`src/rtl/ctrl_pkg.sv`:
```
// == ctrl_pkg : opcode, state and control-code encodings for mc_control_unit ==
// == rev 1.0                                                                    ==
`default_nettype none

package ctrl_pkg;

   typedef enum logic [2:0] {
      S_IF     = 3'b000,
      S_ID     = 3'b001,
      S_EXE_LS = 3'b010,
      S_MEM    = 3'b011,
      S_WB_LD  = 3'b100,
      S_EXE_BR = 3'b101,
      S_EXE_AL = 3'b110,
      S_WB_AL  = 3'b111
   } state_t;

   localparam logic [5:0] OP_ADD   = 6'b000000;
   localparam logic [5:0] OP_SUB   = 6'b000001;
   localparam logic [5:0] OP_ADDIU = 6'b000010;
   localparam logic [5:0] OP_AND   = 6'b010000;
   localparam logic [5:0] OP_ANDI  = 6'b010001;
   localparam logic [5:0] OP_ORI   = 6'b010010;
   localparam logic [5:0] OP_SLL   = 6'b011000;
   localparam logic [5:0] OP_SLT   = 6'b100110;
   localparam logic [5:0] OP_SLTI  = 6'b100111;
   localparam logic [5:0] OP_SW    = 6'b110000;
   localparam logic [5:0] OP_LW    = 6'b110001;
   localparam logic [5:0] OP_BEQ   = 6'b110100;
   localparam logic [5:0] OP_BNE   = 6'b110101;
   localparam logic [5:0] OP_BLTZ  = 6'b110110;
   localparam logic [5:0] OP_J     = 6'b111000;
   localparam logic [5:0] OP_JR    = 6'b111001;
   localparam logic [5:0] OP_JAL   = 6'b111010;
   localparam logic [5:0] OP_HALT  = 6'b111111;

   localparam logic [2:0] ALU_ADD = 3'b000;
   localparam logic [2:0] ALU_SUB = 3'b001;
   localparam logic [2:0] ALU_SLL = 3'b010;
   localparam logic [2:0] ALU_OR  = 3'b011;
   localparam logic [2:0] ALU_AND = 3'b100;
   localparam logic [2:0] ALU_SLT = 3'b101;

   localparam logic [1:0] PC_SEQ    = 2'b00;
   localparam logic [1:0] PC_BRANCH = 2'b01;
   localparam logic [1:0] PC_RS     = 2'b10;
   localparam logic [1:0] PC_JUMP   = 2'b11;

   localparam logic [1:0] DST_RA = 2'b00;
   localparam logic [1:0] DST_RT = 2'b01;
   localparam logic [1:0] DST_RD = 2'b10;

   function automatic logic is_rtype(input logic [5:0] op);
      return (op == OP_ADD) || (op == OP_SUB) || (op == OP_AND) ||
             (op == OP_SLT) || (op == OP_SLL);
   endfunction

   function automatic logic is_alu_op(input logic [5:0] op);
      return is_rtype(op) || (op == OP_ADDIU) || (op == OP_ANDI) ||
             (op == OP_ORI) || (op == OP_SLTI);
   endfunction

endpackage

`default_nettype wire

```
`src/rtl/mc_control_unit_if.sv`:
```
// == mc_control_unit_if : status inputs and control strobes between FSM and datapath ==
// == rev 1.0                                                                           ==
`default_nettype none

interface mc_control_unit_if;
   logic [5:0] opcode;
   logic       zero;
   logic       sign;
   logic       PCWre;
   logic [1:0] PCSrc;
   logic       IRWre;
   logic       RegWre;
   logic [1:0] RegDst;
   logic       WrRegDSrc;
   logic       ALUSrcA;
   logic       ALUSrcB;
   logic [2:0] ALUOp;
   logic       ExtSel;
   logic       mRD;
   logic       mWR;
   logic       DBDataSrc;
   logic [2:0] state;

   modport master (
      input  opcode, zero, sign,
      output PCWre, PCSrc, IRWre, RegWre, RegDst, WrRegDSrc, ALUSrcA, ALUSrcB,
             ALUOp, ExtSel, mRD, mWR, DBDataSrc, state
   );

   modport slave (
      output opcode, zero, sign,
      input  PCWre, PCSrc, IRWre, RegWre, RegDst, WrRegDSrc, ALUSrcA, ALUSrcB,
             ALUOp, ExtSel, mRD, mWR, DBDataSrc, state
   );
endinterface

`default_nettype wire

```
`src/rtl/ctrl_decode.sv`:
```
// == ctrl_decode : combinational (state, opcode, zero, sign) -> control strobes ==
// == rev 1.0                                                                     ==
`default_nettype none

module ctrl_decode
   import ctrl_pkg::*;
(
   input  state_t     state,
   input  logic [5:0] opcode,
   input  logic       zero,
   input  logic       sign,
   output logic       PCWre,
   output logic [1:0] PCSrc,
   output logic       IRWre,
   output logic       RegWre,
   output logic [1:0] RegDst,
   output logic       WrRegDSrc,
   output logic       ALUSrcA,
   output logic       ALUSrcB,
   output logic [2:0] ALUOp,
   output logic       ExtSel,
   output logic       mRD,
   output logic       mWR,
   output logic       DBDataSrc
);

   always_comb begin
      PCWre     = 1'b0;
      PCSrc     = PC_SEQ;
      IRWre     = 1'b0;
      RegWre    = 1'b0;
      RegDst    = DST_RA;
      WrRegDSrc = 1'b0;
      ALUSrcA   = 1'b0;
      ALUSrcB   = 1'b0;
      ALUOp     = ALU_ADD;
      ExtSel    = 1'b0;
      mRD       = 1'b0;
      mWR       = 1'b0;
      DBDataSrc = 1'b0;

      // The opcode is stale during fetch, so datapath selects only follow it afterwards.
      if (state != S_IF) begin
         case (opcode)
            OP_SUB:   ALUOp = ALU_SUB;
            OP_ADDIU: begin ALUOp = ALU_ADD; ExtSel = 1'b1; ALUSrcB = 1'b1; end
            OP_AND:   ALUOp = ALU_AND;
            OP_ANDI:  begin ALUOp = ALU_AND; ALUSrcB = 1'b1; end
            OP_ORI:   begin ALUOp = ALU_OR;  ALUSrcB = 1'b1; end
            OP_SLL:   begin ALUOp = ALU_SLL; ALUSrcA = 1'b1; end
            OP_SLT:   ALUOp = ALU_SLT;
            OP_SLTI:  begin ALUOp = ALU_SLT; ExtSel = 1'b1; ALUSrcB = 1'b1; end
            OP_SW, OP_LW: begin ALUOp = ALU_ADD; ExtSel = 1'b1; ALUSrcB = 1'b1; end
            OP_BEQ, OP_BNE, OP_BLTZ: begin ALUOp = ALU_SUB; ExtSel = 1'b1; end
            default: ;
         endcase
      end

      case (state)
         S_IF: IRWre = 1'b1;
         S_ID: begin
            case (opcode)
               OP_J:  begin PCWre = 1'b1; PCSrc = PC_JUMP; end
               OP_JR: begin PCWre = 1'b1; PCSrc = PC_RS; end
               OP_JAL: begin
                  PCWre  = 1'b1;
                  PCSrc  = PC_JUMP;
                  RegWre = 1'b1;
                  RegDst = DST_RA;
               end
               default: ;
            endcase
         end
         S_EXE_BR: begin
            // PCWre stays unconditional so only PCSrc depends on the ALU flags.
            PCWre = 1'b1;
            if ((opcode == OP_BEQ  &&  zero) ||
                (opcode == OP_BNE  && !zero) ||
                (opcode == OP_BLTZ &&  sign))
               PCSrc = PC_BRANCH;
         end
         S_MEM: begin
            if (opcode == OP_SW) begin
               mWR   = 1'b1;
               PCWre = 1'b1;
            end else if (opcode == OP_LW) begin
               mRD = 1'b1;
            end
         end
         S_WB_LD: begin
            RegWre    = 1'b1;
            RegDst    = DST_RT;
            WrRegDSrc = 1'b1;
            DBDataSrc = 1'b1;
            PCWre     = 1'b1;
         end
         S_WB_AL: begin
            RegWre    = 1'b1;
            RegDst    = is_rtype(opcode) ? DST_RD : DST_RT;
            WrRegDSrc = 1'b1;
            PCWre     = 1'b1;
         end
         default: ;
      endcase
   end

endmodule

`default_nettype wire

```
`src/rtl/mc_control_unit.sv`:
```
// == mc_control_unit : multi-cycle FSM sequencing IF/ID/EXE/MEM/WB for the MIPS-subset core ==
// == rev 1.0                                                                                  ==
`default_nettype none

module mc_control_unit
   import ctrl_pkg::*;
(
   input  logic                CLK,
   input  logic                Reset,
   mc_control_unit_if.master   bus
);

   state_t cur_state;

   always_ff @(posedge CLK) begin
      if (Reset) begin
         cur_state <= S_IF;
      end else begin
         case (cur_state)
            S_IF: cur_state <= S_ID;
            S_ID: begin
               case (bus.opcode)
                  OP_J, OP_JR, OP_JAL:     cur_state <= S_IF;
                  OP_HALT:                 cur_state <= S_ID;
                  OP_BEQ, OP_BNE, OP_BLTZ: cur_state <= S_EXE_BR;
                  OP_SW, OP_LW:            cur_state <= S_EXE_LS;
                  // Unknown opcodes fall back to fetch and retire as a nop.
                  default: cur_state <= is_alu_op(bus.opcode) ? S_EXE_AL : S_IF;
               endcase
            end
            S_EXE_AL: cur_state <= S_WB_AL;
            S_WB_AL:  cur_state <= S_IF;
            S_EXE_BR: cur_state <= S_IF;
            S_EXE_LS: cur_state <= S_MEM;
            S_MEM:    cur_state <= (bus.opcode == OP_LW) ? S_WB_LD : S_IF;
            S_WB_LD:  cur_state <= S_IF;
            default:  cur_state <= S_IF;
         endcase
      end
   end

   assign bus.state = cur_state;

   ctrl_decode u_decode (
      .state     (cur_state),
      .opcode    (bus.opcode),
      .zero      (bus.zero),
      .sign      (bus.sign),
      .PCWre     (bus.PCWre),
      .PCSrc     (bus.PCSrc),
      .IRWre     (bus.IRWre),
      .RegWre    (bus.RegWre),
      .RegDst    (bus.RegDst),
      .WrRegDSrc (bus.WrRegDSrc),
      .ALUSrcA   (bus.ALUSrcA),
      .ALUSrcB   (bus.ALUSrcB),
      .ALUOp     (bus.ALUOp),
      .ExtSel    (bus.ExtSel),
      .mRD       (bus.mRD),
      .mWR       (bus.mWR),
      .DBDataSrc (bus.DBDataSrc)
   );

endmodule

`default_nettype wire

```
`src/flat_wrapper.sv`:
```
// flat-port wrapper written by rule: the top's interface ports become plain ports
module mc_control_unit_flat import ctrl_pkg::*;
  (CLK, Reset, bus_opcode, bus_zero, bus_sign, bus_PCWre, bus_PCSrc, bus_IRWre, bus_RegWre, bus_RegDst, bus_WrRegDSrc, bus_ALUSrcA, bus_ALUSrcB, bus_ALUOp, bus_ExtSel, bus_mRD, bus_mWR, bus_DBDataSrc, bus_state);
  mc_control_unit_if bus_i ();
  input  logic CLK;
  input  logic Reset;
  input wire logic [$bits(bus_i.opcode)-1:0] bus_opcode;
  input wire logic [$bits(bus_i.zero)-1:0] bus_zero;
  input wire logic [$bits(bus_i.sign)-1:0] bus_sign;
  output wire logic [$bits(bus_i.PCWre)-1:0] bus_PCWre;
  output wire logic [$bits(bus_i.PCSrc)-1:0] bus_PCSrc;
  output wire logic [$bits(bus_i.IRWre)-1:0] bus_IRWre;
  output wire logic [$bits(bus_i.RegWre)-1:0] bus_RegWre;
  output wire logic [$bits(bus_i.RegDst)-1:0] bus_RegDst;
  output wire logic [$bits(bus_i.WrRegDSrc)-1:0] bus_WrRegDSrc;
  output wire logic [$bits(bus_i.ALUSrcA)-1:0] bus_ALUSrcA;
  output wire logic [$bits(bus_i.ALUSrcB)-1:0] bus_ALUSrcB;
  output wire logic [$bits(bus_i.ALUOp)-1:0] bus_ALUOp;
  output wire logic [$bits(bus_i.ExtSel)-1:0] bus_ExtSel;
  output wire logic [$bits(bus_i.mRD)-1:0] bus_mRD;
  output wire logic [$bits(bus_i.mWR)-1:0] bus_mWR;
  output wire logic [$bits(bus_i.DBDataSrc)-1:0] bus_DBDataSrc;
  output wire logic [$bits(bus_i.state)-1:0] bus_state;
  assign bus_i.opcode = bus_opcode;
  assign bus_i.zero = bus_zero;
  assign bus_i.sign = bus_sign;
  assign bus_PCWre = bus_i.PCWre;
  assign bus_PCSrc = bus_i.PCSrc;
  assign bus_IRWre = bus_i.IRWre;
  assign bus_RegWre = bus_i.RegWre;
  assign bus_RegDst = bus_i.RegDst;
  assign bus_WrRegDSrc = bus_i.WrRegDSrc;
  assign bus_ALUSrcA = bus_i.ALUSrcA;
  assign bus_ALUSrcB = bus_i.ALUSrcB;
  assign bus_ALUOp = bus_i.ALUOp;
  assign bus_ExtSel = bus_i.ExtSel;
  assign bus_mRD = bus_i.mRD;
  assign bus_mWR = bus_i.mWR;
  assign bus_DBDataSrc = bus_i.DBDataSrc;
  assign bus_state = bus_i.state;
  mc_control_unit u_core (.CLK(CLK), .Reset(Reset), .bus(bus_i));
endmodule
```
`config.mk`:
```
export PLATFORM = sky130hd
export DESIGN_NAME = mc_control_unit_flat
export DESIGN_NICKNAME = d
export VERILOG_FILES = /design/src/rtl/ctrl_pkg.sv /design/src/rtl/mc_control_unit_if.sv /design/src/rtl/ctrl_decode.sv /design/src/rtl/mc_control_unit.sv /design/src/flat_wrapper.sv
export SDC_FILE = /design/constraint.sdc
export NUM_CORES = 1
export LEC_CHECK = 0
export BUFFER_PORTS_ARGS = -buffer_cell sky130_fd_sc_hd__buf_2
export CORE_MARGIN = 2
export CORE_UTILIZATION = 44
export DETAILED_ROUTE_END_ITERATION = 10
export PLACE_DENSITY = 0.85
export SLEW_MARGIN = 30
export SYNTH_ARGS = -nofsm -noshare
export SYNTH_HDL_FRONTEND = slang
export SYNTH_SLANG_ARGS = --single-unit
```
`constraint.sdc`:
```
create_clock -name CLK -period 3.5 [get_ports CLK]
set_input_delay 0.175 -clock CLK [delete_from_list [all_inputs] [get_ports CLK]]
set_output_delay 0.175 -clock CLK [all_outputs]
set_load 0.01 [all_outputs]
```
; Word level (Yosys, flattened, before mapping)
; Index checks and enable logic that the tools add are counted.
[op_classes]
eq_ne = 24
n_mux = 29
n_lt_le_gt_ge = 0
add_sub_neg = 0
n_bitwise = 0
multipliers = 0
reduce_logical = 28
shift = 0
div_mod_pow = 0
[ops]
columns = op, n
row1 = equality test 6 bit (second input constant), 11
row2 = equality test 6 x 5 -> 1 bit (second input constant), 4
row3 = one-hot mux 3 bit (6 select lines), 1
row4 = two-way mux 1 bit, 17
row5 = one-hot mux 3 bit (5 select lines), 1
row6 = equality test 3 bit (second input constant), 4
row7 = one-hot mux 2 bit (2 select lines), 3
row8 = one-hot mux 3 bit (4 select lines), 1
row9 = logical OR 1 bit, 10
row10 = OR reduction 2 bit, 5
row11 = two-way mux 3 bit, 3
row12 = OR reduction 3 bit, 3
row13 = OR reduction 7 bit, 1
row14 = equality test 3 x 2 -> 1 bit (second input constant), 2
row15 = equality test 6 x 1 -> 1 bit (second input constant), 1
row16 = equality test 6 x 2 -> 1 bit (second input constant), 1
row17 = zero test 6 bit, 1
row18 = OR reduction 6 bit, 1
row19 = OR reduction 4 bit, 1
row20 = equality test 3 x 1 -> 1 bit (second input constant), 1
row21 = logical AND 1 bit, 3
row22 = zero test 3 bit, 1
row23 = one-hot mux 1 bit (3 select lines), 1
row24 = nonzero test 3 bit, 1
row25 = 3 further kinds, 3
[word_totals]
register_bits = 3
output_inout_bits = 20
latchBits = 0
mem_bits_ro = 0
n_memories = 0
ram_bits = 0
in_bits = 10
elab_cells = 82

; Longest topological paths before layout
[logic_depth]
ltp_word = 12
ltp_mapped = 6
depth_no_buf = 5

; Cells and area by module
; Synthesis repeated with hierarchy kept, for this count alone.
[hier_totals]
hier_cells = 112
hier_area_um2 = 738.2
[by_module_without_submodules]
columns = mod, cells_each, seq_area_each_um2, n_inst, area_each_um2
row1 = ctrl_decode, 71, 0.0, 1, 434.2
row2 = mc_control_unit, 41, 60.1, 1, 304.0

; Worst setup path before layout
; OpenSTA, ideal clock, no wires.
[synth_timing]
kind = register to output
from = register u_core.cur_state[2] (netlist: u_core.bus.state[2])
to = output bus_PCWre
stages_incl_launch_ff = 7
arrival_ns = 1.451
setup_slack_ns = 1.874
t_required_ns = 3.325
n_path_buf = 1
path_cell_list = dfxtp_1 buf_6 nor2_2 nand2_2 or4b_4 a21oi_4 a211o_1
[synth_via]
elab_chain_cells = 3
word_cells_on_any_way = 7
classes_between = eq/ne (5) / mux (1) / reduce/logical (1)
[synth_lines]
columns = element, line_no
row1 = "start, declared", mc_control_unit.sv:13  ; state_t cur_state;
row2 = "start signal, assigned", mc_control_unit.sv:28  ; default: cur_state <= is_alu_op(bus.opcode) ? S_EXE_AL : S_IF;
row3 = "start signal, assigned", mc_control_unit.sv:35  ; S_MEM: cur_state <= (bus.opcode == OP_LW) ? S_WB_LD : S_IF;
row4 = equality test 3 bit, ctrl_decode.sv:59  ; case (state)
row5 = OR reduction 3 bit (no source line), n/a
row6 = one-hot mux 1 bit (3 select lines) (*), ctrl_decode.sv:59
row7 = "end, declared", flat_wrapper.sv:10  ; output wire logic [$bits(bus_i.PCWre)-1:0] bus_PCWre;
; Every way passes the cells marked *; elsewhere a longest branch is shown, timed or not.

; Worst setup path after layout
[layout_timing]
from = register u_core.cur_state[0] (netlist: u_core.bus.state[0])
to = output bus_PCWre
; Same word-level chain as after synthesis.

==> metrics.cfg <==
[run_status]
status=finished, final reports clean

[place]
dp_slack_ps=1850
dpl_cell_area_um2=777
gp_congestion=0.842
numPortBuffers=29
dp_hpwl_um=1350

[pwr]
peakVddDrop_uv=112
p_per_area_mw_per_mm2=227
power.total_mw=0.182
cellLeakagePower_nw=0.359

[yosys]
yosys_warnings=0
dominantRegCellSynth=dfxtp_1
synth_seq_cells=3
yosysMostFrequentCell=nor2_1
synthTopCellsByArea=dfxtp_1, nor2_1, buf_6
yosysTopAreaCellShare_pct=8.78
syn_area_per_cell_um2=6.46
syn-num-nets=116
synth_commonest_cells=nor2_1, nand2_1, a21oi_1, nand2b_1, nor3_1
yosysSeqAreaShare_pct=8.78
synth.distinct_cells=38
synthArstFlopShare_pct=0
synth-edff-count=0
synth_top_cell_by_area=dfxtp_1
syn_inst=106
synth_area_um2=684

[final_layout]
synthToLayoutAreaGrowth_pct=17.4
largest_reg_flops=3
layout-drive-gt1-share_pct=29.5
final_nets=140
stdcell_area_um2=803
num_antenna_cells=0

[drt]
drtIter0Drc=14
postRouteWirelength_um=1760
first_pass_iters=4
postRouteAntennaNets=0
wl_per_cell_um=12.2
vias=821
drc=0
viasPerCell=5.66

[die]
coreArea_mm2=0.00149
io_pins=30
num_rows=14
die_height_um=43.4
die_area_mm2=0.00189
initial_core_util_pct=46.0
die_w_um=43.4

[grt]
met1_usage_pct=25.4
grt_max_degree=20
grt_pass1_wl_um=3020
antenna_found_initial=0
track_usage_pct=20.1
grt_busiest_layer=met2
use_met2_pct=35.2
grt_pass1_vias=713
overflow=0
grt_use_met3_pct=5.00

[timing]
hold_ws_ps=156
layout_min_cycle_time_ps=1900
rsz0062_at_grt=no
fin_ws_ps=1600
hold_viol_final=0
max_freq_ghz=0.525
drv_slew=0
skew_ps=2.26
finalCritPeriodShare_pct=54.4
max_slew_margin_pct=72.7
worst_pin_slew_ps=407
setup_tns_ps=0
finalSetupViolCount=0

[clocking]
cts_htree_levels=1
clockBufferDepth=2
clk_latency_ps=230
cts_tree=yes
cts_made_buffers=3
cts.sinks=3
ctsHoldBuffers=0
post_cts_resized=0
cts_setup_buffers=0
root_buffer=clkbuf_4
clk_pin_slew_ps=40

[worst_setup_path]
cp.required_ps=3320
start_kind=flop
crit_path_start=u_core.bus.state[0]
r2r-start=u_core.bus.state[0]
critical_path_class=flop to output pin
critPathMaxFanout=11
worstPathArrival_ps=1730
worstSetupEndpointType=output pin

[min_path]
hold_start=Reset
hold_class=input pin to flop

[job]
maxCapViolCount=0

[cells in the final DEF, fill, tap and decap left out, types with 2 or more instances in the layout]
cell      Yosys  final
a31oi_1       4      4
nand3b_1      2      2
dfxtp_1       3      3
nor3b_1       2      2
nand3_1       2      2
nor3_1        6      6
nor4_1        3      3
nor2b_1       4      4
buf_2         4     29
nand2b_1      7      7
xnor2_1       4      4
o22ai_1       2      2
clkbuf_4      0      3
a21oi_1       8      8
a32oi_1       2      2
nand2_1       9      9
inv_1         3      3
o21ai_0       3      3
nor2_1       14     14
[worst max-delay path: stages, from the launching register on]
cell	delay [ps]
dfxtp_1	510
nand2_2	100
or4b_4	530
a21oi_4	130
a211o_1	110
buf_2	120
[metal layers]
layer	vias up	part of all wire [%]	wire length (um)
met5	-	0	0
met4	0	0	0
met3	0	6.2	110
met2	26	47	828
met1	368	47	825
li1	427	-	-
[worst paths after layout]
kind	to	slack, ps	cells after the start
hold / removal	u_core.bus.state[0]	160	2
setup reg to reg	u_core.bus.state[2]	1920	5
setup / recovery	bus_PCWre	1600	5
hold reg to reg	u_core.bus.state[1]	630	1
[power by group]
group	total (mW)	internal (mW)	leakage, nW	switching (mW)
combinational	0.0800	0.0324	0.319	0.0476
sequential	0.0436	0.0370	0.0247	0.00655
clock	0.0587	0.0426	0.0150	0.0161
[metrics by stage]
step	instances	util, %
finish	145	53.9
global route	145	53.9
CTS	145	53.9
detailed placement	141	52.2
global placement	141	52.2
floorplan	106	-
[layout make-up]
class | instances | area (um2)
Fill cell | 165 | 686
Multi-Input combinational cell | 90 | 541
Timing Repair Buffer | 29 | 145
Sequential cell | 3 | 60.1
Clock buffer | 4 | 26.3
Tap cell | 16 | 20.0
Inverter | 3 | 11.3
[kinds of logic after synthesis]
kind of cell           Yosys count  synth area share, %
multiplexers                     1                 1.65
buffers and inverters           13                 12.2
AO/OA/AOI/OAI                   28                 27.8
XOR/XNOR                         4                 5.12
AND/OR/NAND/NOR                 57                 44.4
flip-flops                       3                 8.78
Power figures use the tool's default switching activity.
